===== src/rtl/decode_stage.sv =====
// decode_stage: RV32I instruction decode into a single-entry registered control bundle.
// Latency: 1 cycle from an accepted in_valid/in_instr to out_valid with the decoded bundle.
// Backpressure: in_ready = !out_valid | out_ready; the bundle holds stable while out_ready=0.
//
// Optional feature macro: DECODE_RV32M_EN -- when defined, R-type funct7=0000001 (RV32M)
// decodes to alu_ctrl {3'b100,funct3}; when undefined those encodings are illegal.
//
// Ports:
//   clk, rst_n                  clock, asynchronous active-low reset
//   in_valid/in_ready           fetch handshake; in_pc, in_instr carry the offered instruction
//   flush                       drops the held bundle and blocks acceptance this cycle
//   out_valid/out_ready         execute handshake
//   out_pc, rs1, rs2, rd,       registered decode bundle; unused register fields and
//   funct3, imm, alu_ctrl,      funct3 (U/J) read 0, imm is sign-extended to XLEN
//   op_a_sel, op_b_sel,         op_a_sel: 00 rs1, 01 PC, 10 PC+4, 11 zero; op_b_sel: 0 rs2, 1 imm
//   branch_op, jump, mem_wen, mem_ren, wb_sel, wen, illegal   control flags
module decode_stage #(
  parameter int XLEN = 32,
  parameter int PC_W = 16
) (
  input  logic            clk,
  input  logic            rst_n,
  input  logic            in_valid,
  output logic            in_ready,
  input  logic [PC_W-1:0] in_pc,
  input  logic [31:0]     in_instr,
  input  logic            flush,
  output logic            out_valid,
  input  logic            out_ready,
  output logic [PC_W-1:0] out_pc,
  output logic [4:0]      rs1,
  output logic [4:0]      rs2,
  output logic [4:0]      rd,
  output logic [2:0]      funct3,
  output logic [XLEN-1:0] imm,
  output logic [5:0]      alu_ctrl,
  output logic [1:0]      op_a_sel,
  output logic            op_b_sel,
  output logic            branch_op,
  output logic            jump,
  output logic            mem_wen,
  output logic            mem_ren,
  output logic            wb_sel,
  output logic            wen,
  output logic            illegal
);

  localparam logic [6:0] OPC_OP     = 7'b0110011;
  localparam logic [6:0] OPC_OP_IMM = 7'b0010011;
  localparam logic [6:0] OPC_LOAD   = 7'b0000011;
  localparam logic [6:0] OPC_STORE  = 7'b0100011;
  localparam logic [6:0] OPC_BRANCH = 7'b1100011;
  localparam logic [6:0] OPC_JAL    = 7'b1101111;
  localparam logic [6:0] OPC_JALR   = 7'b1100111;
  localparam logic [6:0] OPC_LUI    = 7'b0110111;
  localparam logic [6:0] OPC_AUIPC  = 7'b0010111;

  localparam logic [5:0] ALU_ADD  = 6'b000000;
  localparam logic [5:0] ALU_JAL  = 6'b011111;
  localparam logic [5:0] ALU_JALR = 6'b111111;

  typedef struct packed {
    logic [4:0]      rs1;
    logic [4:0]      rs2;
    logic [4:0]      rd;
    logic [2:0]      funct3;
    logic [XLEN-1:0] imm;
    logic [5:0]      alu_ctrl;
    logic [1:0]      op_a_sel;
    logic            op_b_sel;
    logic            branch_op;
    logic            jump;
    logic            mem_wen;
    logic            mem_ren;
    logic            wb_sel;
    logic            wen;
    logic            illegal;
  } dec_t;

  dec_t            dec_d;
  dec_t            dec_q;
  logic            legal;
  logic            accept;
  logic [6:0]      opcode;
  logic [6:0]      f7;
  logic [2:0]      f3;
  logic [XLEN-1:0] imm_i, imm_s, imm_b, imm_j, imm_u;

  assign opcode = in_instr[6:0];
  assign f3     = in_instr[14:12];
  assign f7     = in_instr[31:25];

  // Every format sign-extends from instruction bit 31.
  assign imm_i = {{(XLEN-11){in_instr[31]}}, in_instr[30:20]};
  assign imm_s = {{(XLEN-11){in_instr[31]}}, in_instr[30:25], in_instr[11:7]};
  assign imm_b = {{(XLEN-12){in_instr[31]}}, in_instr[7], in_instr[30:25], in_instr[11:8], 1'b0};
  assign imm_j = {{(XLEN-20){in_instr[31]}}, in_instr[19:12], in_instr[20], in_instr[30:21], 1'b0};
  assign imm_u = {{(XLEN-31){in_instr[31]}}, in_instr[30:12], 12'b0};

  always_comb begin
    dec_d = '0;
    legal = 1'b0;
    case (opcode)
      OPC_OP: begin
        dec_d.rs1    = in_instr[19:15];
        dec_d.rs2    = in_instr[24:20];
        dec_d.rd     = in_instr[11:7];
        dec_d.funct3 = f3;
        dec_d.wen    = 1'b1;
        case (f7)
          7'b0000000: begin
            legal          = 1'b1;
            dec_d.alu_ctrl = {3'b000, f3};
          end
          7'b0100000: begin
            // Only sub (000) and sra (101) have an alternate encoding.
            legal          = (f3 == 3'b000) || (f3 == 3'b101);
            dec_d.alu_ctrl = {3'b001, f3};
          end
`ifdef DECODE_RV32M_EN
          7'b0000001: begin
            legal          = 1'b1;
            dec_d.alu_ctrl = {3'b100, f3};
          end
`endif
          default: legal = 1'b0;
        endcase
      end
      OPC_OP_IMM: begin
        dec_d.rs1      = in_instr[19:15];
        dec_d.rd       = in_instr[11:7];
        dec_d.funct3   = f3;
        dec_d.imm      = imm_i;
        dec_d.op_b_sel = 1'b1;
        dec_d.wen      = 1'b1;
        dec_d.alu_ctrl = {3'b000, f3};
        // Shift-immediates carry funct7 in imm[11:5]; addi has no sub form.
        if (f3 == 3'b001) begin
          legal = (f7 == 7'b0000000);
        end else if (f3 == 3'b101) begin
          legal          = (f7 == 7'b0000000) || (f7 == 7'b0100000);
          dec_d.alu_ctrl = {2'b00, f7[5], f3};
        end else begin
          legal = 1'b1;
        end
      end
      OPC_LOAD: begin
        legal          = (f3 == 3'b000) || (f3 == 3'b001) || (f3 == 3'b010) ||
                         (f3 == 3'b100) || (f3 == 3'b101);
        dec_d.rs1      = in_instr[19:15];
        dec_d.rd       = in_instr[11:7];
        dec_d.funct3   = f3;
        dec_d.imm      = imm_i;
        dec_d.alu_ctrl = ALU_ADD;
        dec_d.op_b_sel = 1'b1;
        dec_d.mem_ren  = 1'b1;
        dec_d.wb_sel   = 1'b1;
        dec_d.wen      = 1'b1;
      end
      OPC_STORE: begin
        legal          = (f3 == 3'b000) || (f3 == 3'b001) || (f3 == 3'b010);
        dec_d.rs1      = in_instr[19:15];
        dec_d.rs2      = in_instr[24:20];
        dec_d.funct3   = f3;
        dec_d.imm      = imm_s;
        dec_d.alu_ctrl = ALU_ADD;
        dec_d.op_b_sel = 1'b1;
        dec_d.mem_wen  = 1'b1;
      end
      OPC_BRANCH: begin
        legal           = (f3 != 3'b010) && (f3 != 3'b011);
        dec_d.rs1       = in_instr[19:15];
        dec_d.rs2       = in_instr[24:20];
        dec_d.funct3    = f3;
        dec_d.imm       = imm_b;
        dec_d.alu_ctrl  = {3'b010, f3};
        dec_d.branch_op = 1'b1;
      end
      OPC_JAL: begin
        legal          = 1'b1;
        dec_d.rd       = in_instr[11:7];
        dec_d.imm      = imm_j;
        dec_d.alu_ctrl = ALU_JAL;
        dec_d.op_a_sel = 2'b10;
        dec_d.jump     = 1'b1;
        dec_d.wen      = 1'b1;
      end
      OPC_JALR: begin
        legal          = (f3 == 3'b000);
        dec_d.rs1      = in_instr[19:15];
        dec_d.rd       = in_instr[11:7];
        dec_d.funct3   = f3;
        dec_d.imm      = imm_i;
        dec_d.alu_ctrl = ALU_JALR;
        dec_d.op_a_sel = 2'b10;
        dec_d.op_b_sel = 1'b1;
        dec_d.jump     = 1'b1;
        dec_d.wen      = 1'b1;
      end
      OPC_LUI, OPC_AUIPC: begin
        legal          = 1'b1;
        dec_d.rd       = in_instr[11:7];
        dec_d.imm      = imm_u;
        dec_d.alu_ctrl = ALU_ADD;
        dec_d.op_a_sel = (opcode == OPC_LUI) ? 2'b11 : 2'b01;
        dec_d.op_b_sel = 1'b1;
        dec_d.wen      = 1'b1;
      end
      default: legal = 1'b0;
    endcase

    // An illegal bundle carries no side effects; only the flag survives.
    if (!legal) begin
      dec_d         = '0;
      dec_d.illegal = 1'b1;
    end
    if (dec_d.rd == 5'd0) begin
      dec_d.wen = 1'b0;
    end
  end

  assign in_ready = !out_valid || out_ready;
  assign accept   = in_valid && in_ready && !flush;

  always_ff @(posedge clk or negedge rst_n) begin
    if (!rst_n) begin
      out_valid <= 1'b0;
      out_pc    <= '0;
      dec_q     <= '0;
    end else begin
      // flush wins over a simultaneous accept.
      if (flush) begin
        out_valid <= 1'b0;
      end else if (accept) begin
        out_valid <= 1'b1;
      end else if (out_ready) begin
        out_valid <= 1'b0;
      end
      if (accept) begin
        out_pc <= in_pc;
        dec_q  <= dec_d;
      end
    end
  end

  assign rs1       = dec_q.rs1;
  assign rs2       = dec_q.rs2;
  assign rd        = dec_q.rd;
  assign funct3    = dec_q.funct3;
  assign imm       = dec_q.imm;
  assign alu_ctrl  = dec_q.alu_ctrl;
  assign op_a_sel  = dec_q.op_a_sel;
  assign op_b_sel  = dec_q.op_b_sel;
  assign branch_op = dec_q.branch_op;
  assign jump      = dec_q.jump;
  assign mem_wen   = dec_q.mem_wen;
  assign mem_ren   = dec_q.mem_ren;
  assign wb_sel    = dec_q.wb_sel;
  assign wen       = dec_q.wen;
  assign illegal   = dec_q.illegal;

endmodule


===== config.mk =====
export PLATFORM = sky130hd
export DESIGN_NAME = decode_stage
export DESIGN_NICKNAME = d
export VERILOG_FILES = /design/src/rtl/decode_stage.sv
export SDC_FILE = /design/constraint.sdc
export NUM_CORES = 1
export LEC_CHECK = 0
export ABC_AREA = 1
export BUFFER_PORTS_ARGS = -buffer_cell sky130_fd_sc_hd__buf_2
export CAP_MARGIN = 40
export CORE_MARGIN = 2
export CORE_UTILIZATION = 45
export DETAILED_ROUTE_END_ITERATION = 16
export GPL_TIMING_DRIVEN = 0
export PLACE_DENSITY = 0.74
export RECOVER_POWER = 25
export SKIP_LAST_GASP = 1
export SLEW_MARGIN = 10
export SYNTH_ARGS = -nofsm -noshare
export SYNTH_HDL_FRONTEND = slang
export SYNTH_SLANG_ARGS = --single-unit

===== constraint.sdc =====
create_clock -name clk -period 1.4 [get_ports clk]
set_input_delay 0.28 -clock clk [delete_from_list [all_inputs] [get_ports clk]]
set_output_delay 0.28 -clock clk [all_outputs]
set_load 0.005 [all_outputs]

* Word level (Yosys, flattened, before mapping)
Index checks and enable logic that the tools add are counted.
** Operators by class
- Equality and inequality tests :: 16
- Multiplexer cells :: 26
- Reductions and logical operators :: 24
** Operators by type and width (count)
- $pmux 32 s5 :: 1
- $mux 66 :: 1
- $pmux 6 s5 :: 1
- $eq 7x6->1 const B :: 4
- $eq 7x7->1 const B :: 3
- $mux 5 :: 3
- $eq 7x5->1 const B :: 2
- $reduce_or 6->1 :: 2
- $mux 1 :: 11
- $reduce_or 3->1 :: 3
- $mux 4 :: 2
- $pmux 4 s2 :: 1
- $eq 7x2->1 const B :: 1
- $logic_not 7->1 :: 1
- $logic_or 1x1->1 :: 7
- $pmux 1 s7 :: 1
- $reduce_or 7->1 :: 1
- $eq 3x3->1 const B :: 2
- $ne 3x2->1 const B :: 2
- $logic_not 5->1 :: 1
- $mux 2 :: 2
- $pmux 2 s2 :: 1
- $reduce_or 2->1 :: 2
- $eq 3x1->1 const B :: 1
- 7 further kinds :: 10
** Storage, ports and cells
- Bits in registers :: 83
- Input bits :: 53
- Output and inout bits :: 84
- Logic and storage cells :: 83

* Logic depth before layout (Yosys ltp)
- Word-level depth :: 9
- Depth in mapped cells :: 14
- Mapped depth without buffers :: 13

* Worst setup path after synthesis
No wires, ideal clock.
- Path kind :: register -> register
- Start :: reg out_valid
- End :: reg dec_q, in the netlist imm[31]
- Library setup time :: 0.125 ns
- Arrival time :: 1.456 ns
- Slack :: -0.181 ns
- Cell stages (with the launch flop) :: 9
- Period minus slack after synthesis :: 1.581 ns
- Cell sequence :: dfrtp_1 -> inv_1 -> nor2_1 -> nor3_2 -> clkinv_1 -> clkbuf_1 -> clkbuf_1 -> nand2_1 -> nand2_1
** Between the ends
- Cells in the longest elaborated chain, start to end :: 4
** Ends and longest elaborated chain
- start, declared :: line 28 : output logic out_valid,
- start signal, assigned :: line 227 : out_valid <= 1'b0;
- start signal, assigned :: line 233 : out_valid <= 1'b0;
- start signal, assigned :: line 235 : out_valid <= 1'b1;
- $logic_not 1->1 :: line 222 : assign in_ready = !out_valid || out_ready;
- $logic_or 1x1->1 :: line 222
- $logic_and 1x1->1 (2 in series) :: line 223 : assign accept = in_valid && in_ready && !flush;
- end signal, assigned :: line 229 : dec_q <= '0;
- end signal, assigned :: line 241 : dec_q <= dec_d;
- end, declared :: line 81 : dec_t dec_q;
Every way passes these cells.
A chain may end at the register's enable or synchronous reset.

* Worst setup path after layout
- Start :: in in_instr[2]
- End :: reg dec_q, in the netlist imm[0]
** Between the ends
- Cells in the longest elaborated chain, start to end :: 4
** Ends and longest elaborated chain
- start, declared :: line 26 : input logic [31:0] in_instr,
- $eq 7x6->1 (tied with other cells) :: line 103 : case (opcode)
- $reduce_or 3->1 (no source line) or $reduce_or 2->1 (tied branches)
- $pmux 1 s7 or $pmux 32 s5 (tied branches) :: line 103
- $mux 66 (*) :: line 213 : if (!legal) begin
Every way passes the cells marked *; elsewhere a longest branch is shown, timed or not.

==> flow_metrics.tcl <==
set metrics [dict create \
    start_util 0.468 \
    drt-wirelength-per-cell_microns 14.1 \
    rsz0062_at_grt "yes" \
    layout-drive-gt1-share 0.367 \
    port_buffers 136 \
    finalCriticalPeriod_ps 1500 \
    path_class "in -> reg" \
    dieArea_sq_mm 0.00938 \
    required_ps 1690 \
    worstPathMaxFanout 5 \
    vias 3879 \
    netlist_area_sq_mm 0.00388 \
    cp.arrival_ps 1790 \
    drtPass1Iterations 5 \
    yosys.area.top_type "dfrtp_1" \
    setup_viol 53 \
    viasPerCell 5.04 \
    die_w_microns 96.9 \
    cp-end-kind "flip-flop" \
    period_share 1.07 \
    netlist_instances 498 \
    root_buffer "clkbuf_8" \
    hp-class "in -> reg" \
    fillers 752 \
    final_hold_viol_count 0 \
    grt-ovfl-total 0 \
    max_slew_margin 0.419 \
    yosys_warnings 0 \
    leakagePower_nw 3.18 \
    clkTransAtPathRegs_ps 80 \
    synth_nets 551 \
    fp.coreArea_sq_mm 0.00830 \
    cts_tree "yes" \
    synth_area_per_cell_sq_um 7.79 \
    cts.sinks 82 \
    dieHeight_microns 96.9 \
    clock_latency_ps 350 \
    grt_pass1_vias 3719 \
    synth_area_leaders "dfrtp_1 53%, nand2_1 23%, o21ai_0 5.3%" \
    violations "negative setup slack" \
    ys_ff_latch 82 \
    p_sw_mw 1.24 \
    switching_share 0.249 \
    rows 33 \
    finClkSkew_ps 4.84 \
    grt_pass1_wl_microns 17700 \
    syn2layout_area_growth_pct 38.2 \
    drt_iter0_markers 196 \
    grt_usage 0.235 \
    tightestPinTransition_ps 872 \
    power_density_mw_per_mm2 926 \
    gp_congestion 0.847 \
    seqPwrFrac 0.498 \
    grt_start_max_net_pins 51 \
    fin_nets 713 \
    yosys.area.top_type_share 0.529 \
    seq_area_frac_synth 0.529 \
    ios 137 \
    post-route-drc-count 0 \
    hold_ws_ps 123 \
    finalMaxSlewViolations 0 \
    worst_ir_drop_vdd_mv 0.501 \
    insertedDiodeCount 0 \
    layout_commonest_cell "nand2_1" \
    cts_buffers 9 \
    grt_antenna_before_repair 0 \
    synth.distinct_cells 32 \
    power_frac_comb 0.118 \
    intPower_mw 3.73 \
    maxCapViolations 0 \
    drt-total-wl_microns 10800 \
    pwr-share-clk 0.383 \
    setup_ws_ps -97.3 \
    clock.fmax_ghz 0.668 \
    clock_tree.buffer_depth 2 \
    detail-route-antenna-nets 0 \
    status "complete, but fails checks" \
    hpwl_microns 7810 \
    startpoint_type "primary input" \
    final_cell_mix "222 x nand2_1, 135 x buf_2, 82 x dfrtp_1" \
    fin_util 0.646 \
    h-tree-depth 3 \
]
[worst max-delay path, stage by stage]
cell and delay (ps):
buf_2 140, inv_2 50, nor2_4 160, nand2_2 90
nor2_4 130, nand2_2 70, nand3_2 100, nor2_4 50
nand2_4 100, nand2_8 80, a21oi_4 240, buf_6 170
nand2_2 60, nand2_1 70
[state kept, by name (all words and copies together) (netlist names), 2 cells and up]
signal    count
rs2           5
out_pc       16
imm          32
alu_ctrl      6
rs1           5
rd            5
funct3        3
op_a_sel      2
[layer usage]
metal | GRT usage | part of all wire | vias to the layer above
li1 | - | - | 1886
met1 | 0.309 | 0.44 | 1811
met2 | 0.373 | 0.47 | 167
met3 | 0.0636 | 0.077 | 15
met4 | 0.0845 | 0.015 | 0
met5 | 0 | 0 | -
[path summary, 6_finish.rpt]
check	startpoint	endpoint	slack [ps]	cells past startpoint
max	in_instr[2]	imm[0]	-100	14
max in group asynchronous	rst_n	imm[17]	100	3
max reg2reg	out_valid	imm[0]	-80	9
min	in_pc[3]	out_pc[3]	120	3
min in group asynchronous	rst_n	out_pc[1]	580	2
min reg2reg	out_pc[6]	out_pc[6]	470	2
[repair_timing]
item	4_1_cts	5_1_grt
setup buffers	7	2
pin swaps	15	14
endpoints found under the hold margin	32	0
setup endpoints to repair	81	82
gates resized for setup	44	37
hold buffers	1	0
gates cloned	4	0
[synthesized netlist by cell type]
library cell / n
o21ai_2: 1
o2111ai_1: 2
a21oi_4: 1
nor2_2: 5
clkbuf_1: 12
nand3_2: 3
o21ai_0: 41
nand2_1: 241
nor2_4: 1
a21oi_1: 6
nor3_1: 2
nand2_2: 1
nand2_4: 4
o21ai_1: 1
buf_2: 2
nor3_2: 1
nor2_1: 27
o22ai_1: 2
inv_1: 26
o211ai_1: 1
nand3_1: 18
dfrtp_1: 82
clkbuf_2: 1
o311ai_0: 1
a21o_1: 5
inv_2: 4
nand3b_1: 1
buf_6: 2
buf_4: 1
clkinv_1: 1
o21a_1: 1
nand3_4: 1
[power by group through the flow]
stage	registers [mW]	logic [mW]	clock network, mW
after floorplan	2.53	0.224	0
after global placement	2.52	0.507	0
after detailed placement	2.52	0.528	0
after CTS	2.48	0.579	1.94
after global routing	2.49	0.652	2.06
final	2.48	0.588	1.90
[area by class of cell]
class	instances	area [sq um]	area share
repair buffers	151	847	0.158
flip-flops and latches	82	2050	0.383
plain buffers	18	175	0.0327
inverters	31	129	0.0240
well taps	105	131	0.0245
clock buffers	11	141	0.0264
clock inverters	5	77.6	0.0145
multi-input cells	367	1810	0.337
[kinds of logic after synthesis]
logic type	count (synthesis)	synth area share
AOI/OAI and AO/OA	62	0.0919
buffers and inverters	49	0.0532
and+or+nand+nor	305	0.326
DFF	82	0.529
[through the flow]
step	power, mW	instances	setup WS (ps)	setup TNS [ps]	cell area, sq um
3_3_place_gp	3.03	739	-546	-70600	4790
5_1_grt	5.20	770	-183	-9950	5360
2_1_floorplan	2.76	498	-124	-3830	3970
3_5_place_dp	3.05	740	-531	-29390	4820
4_1_cts	5.00	768	-47.7	-665	5280
6_report	4.97	770	-97.3	-2750	5360
(Power assumes the default switching activity.)
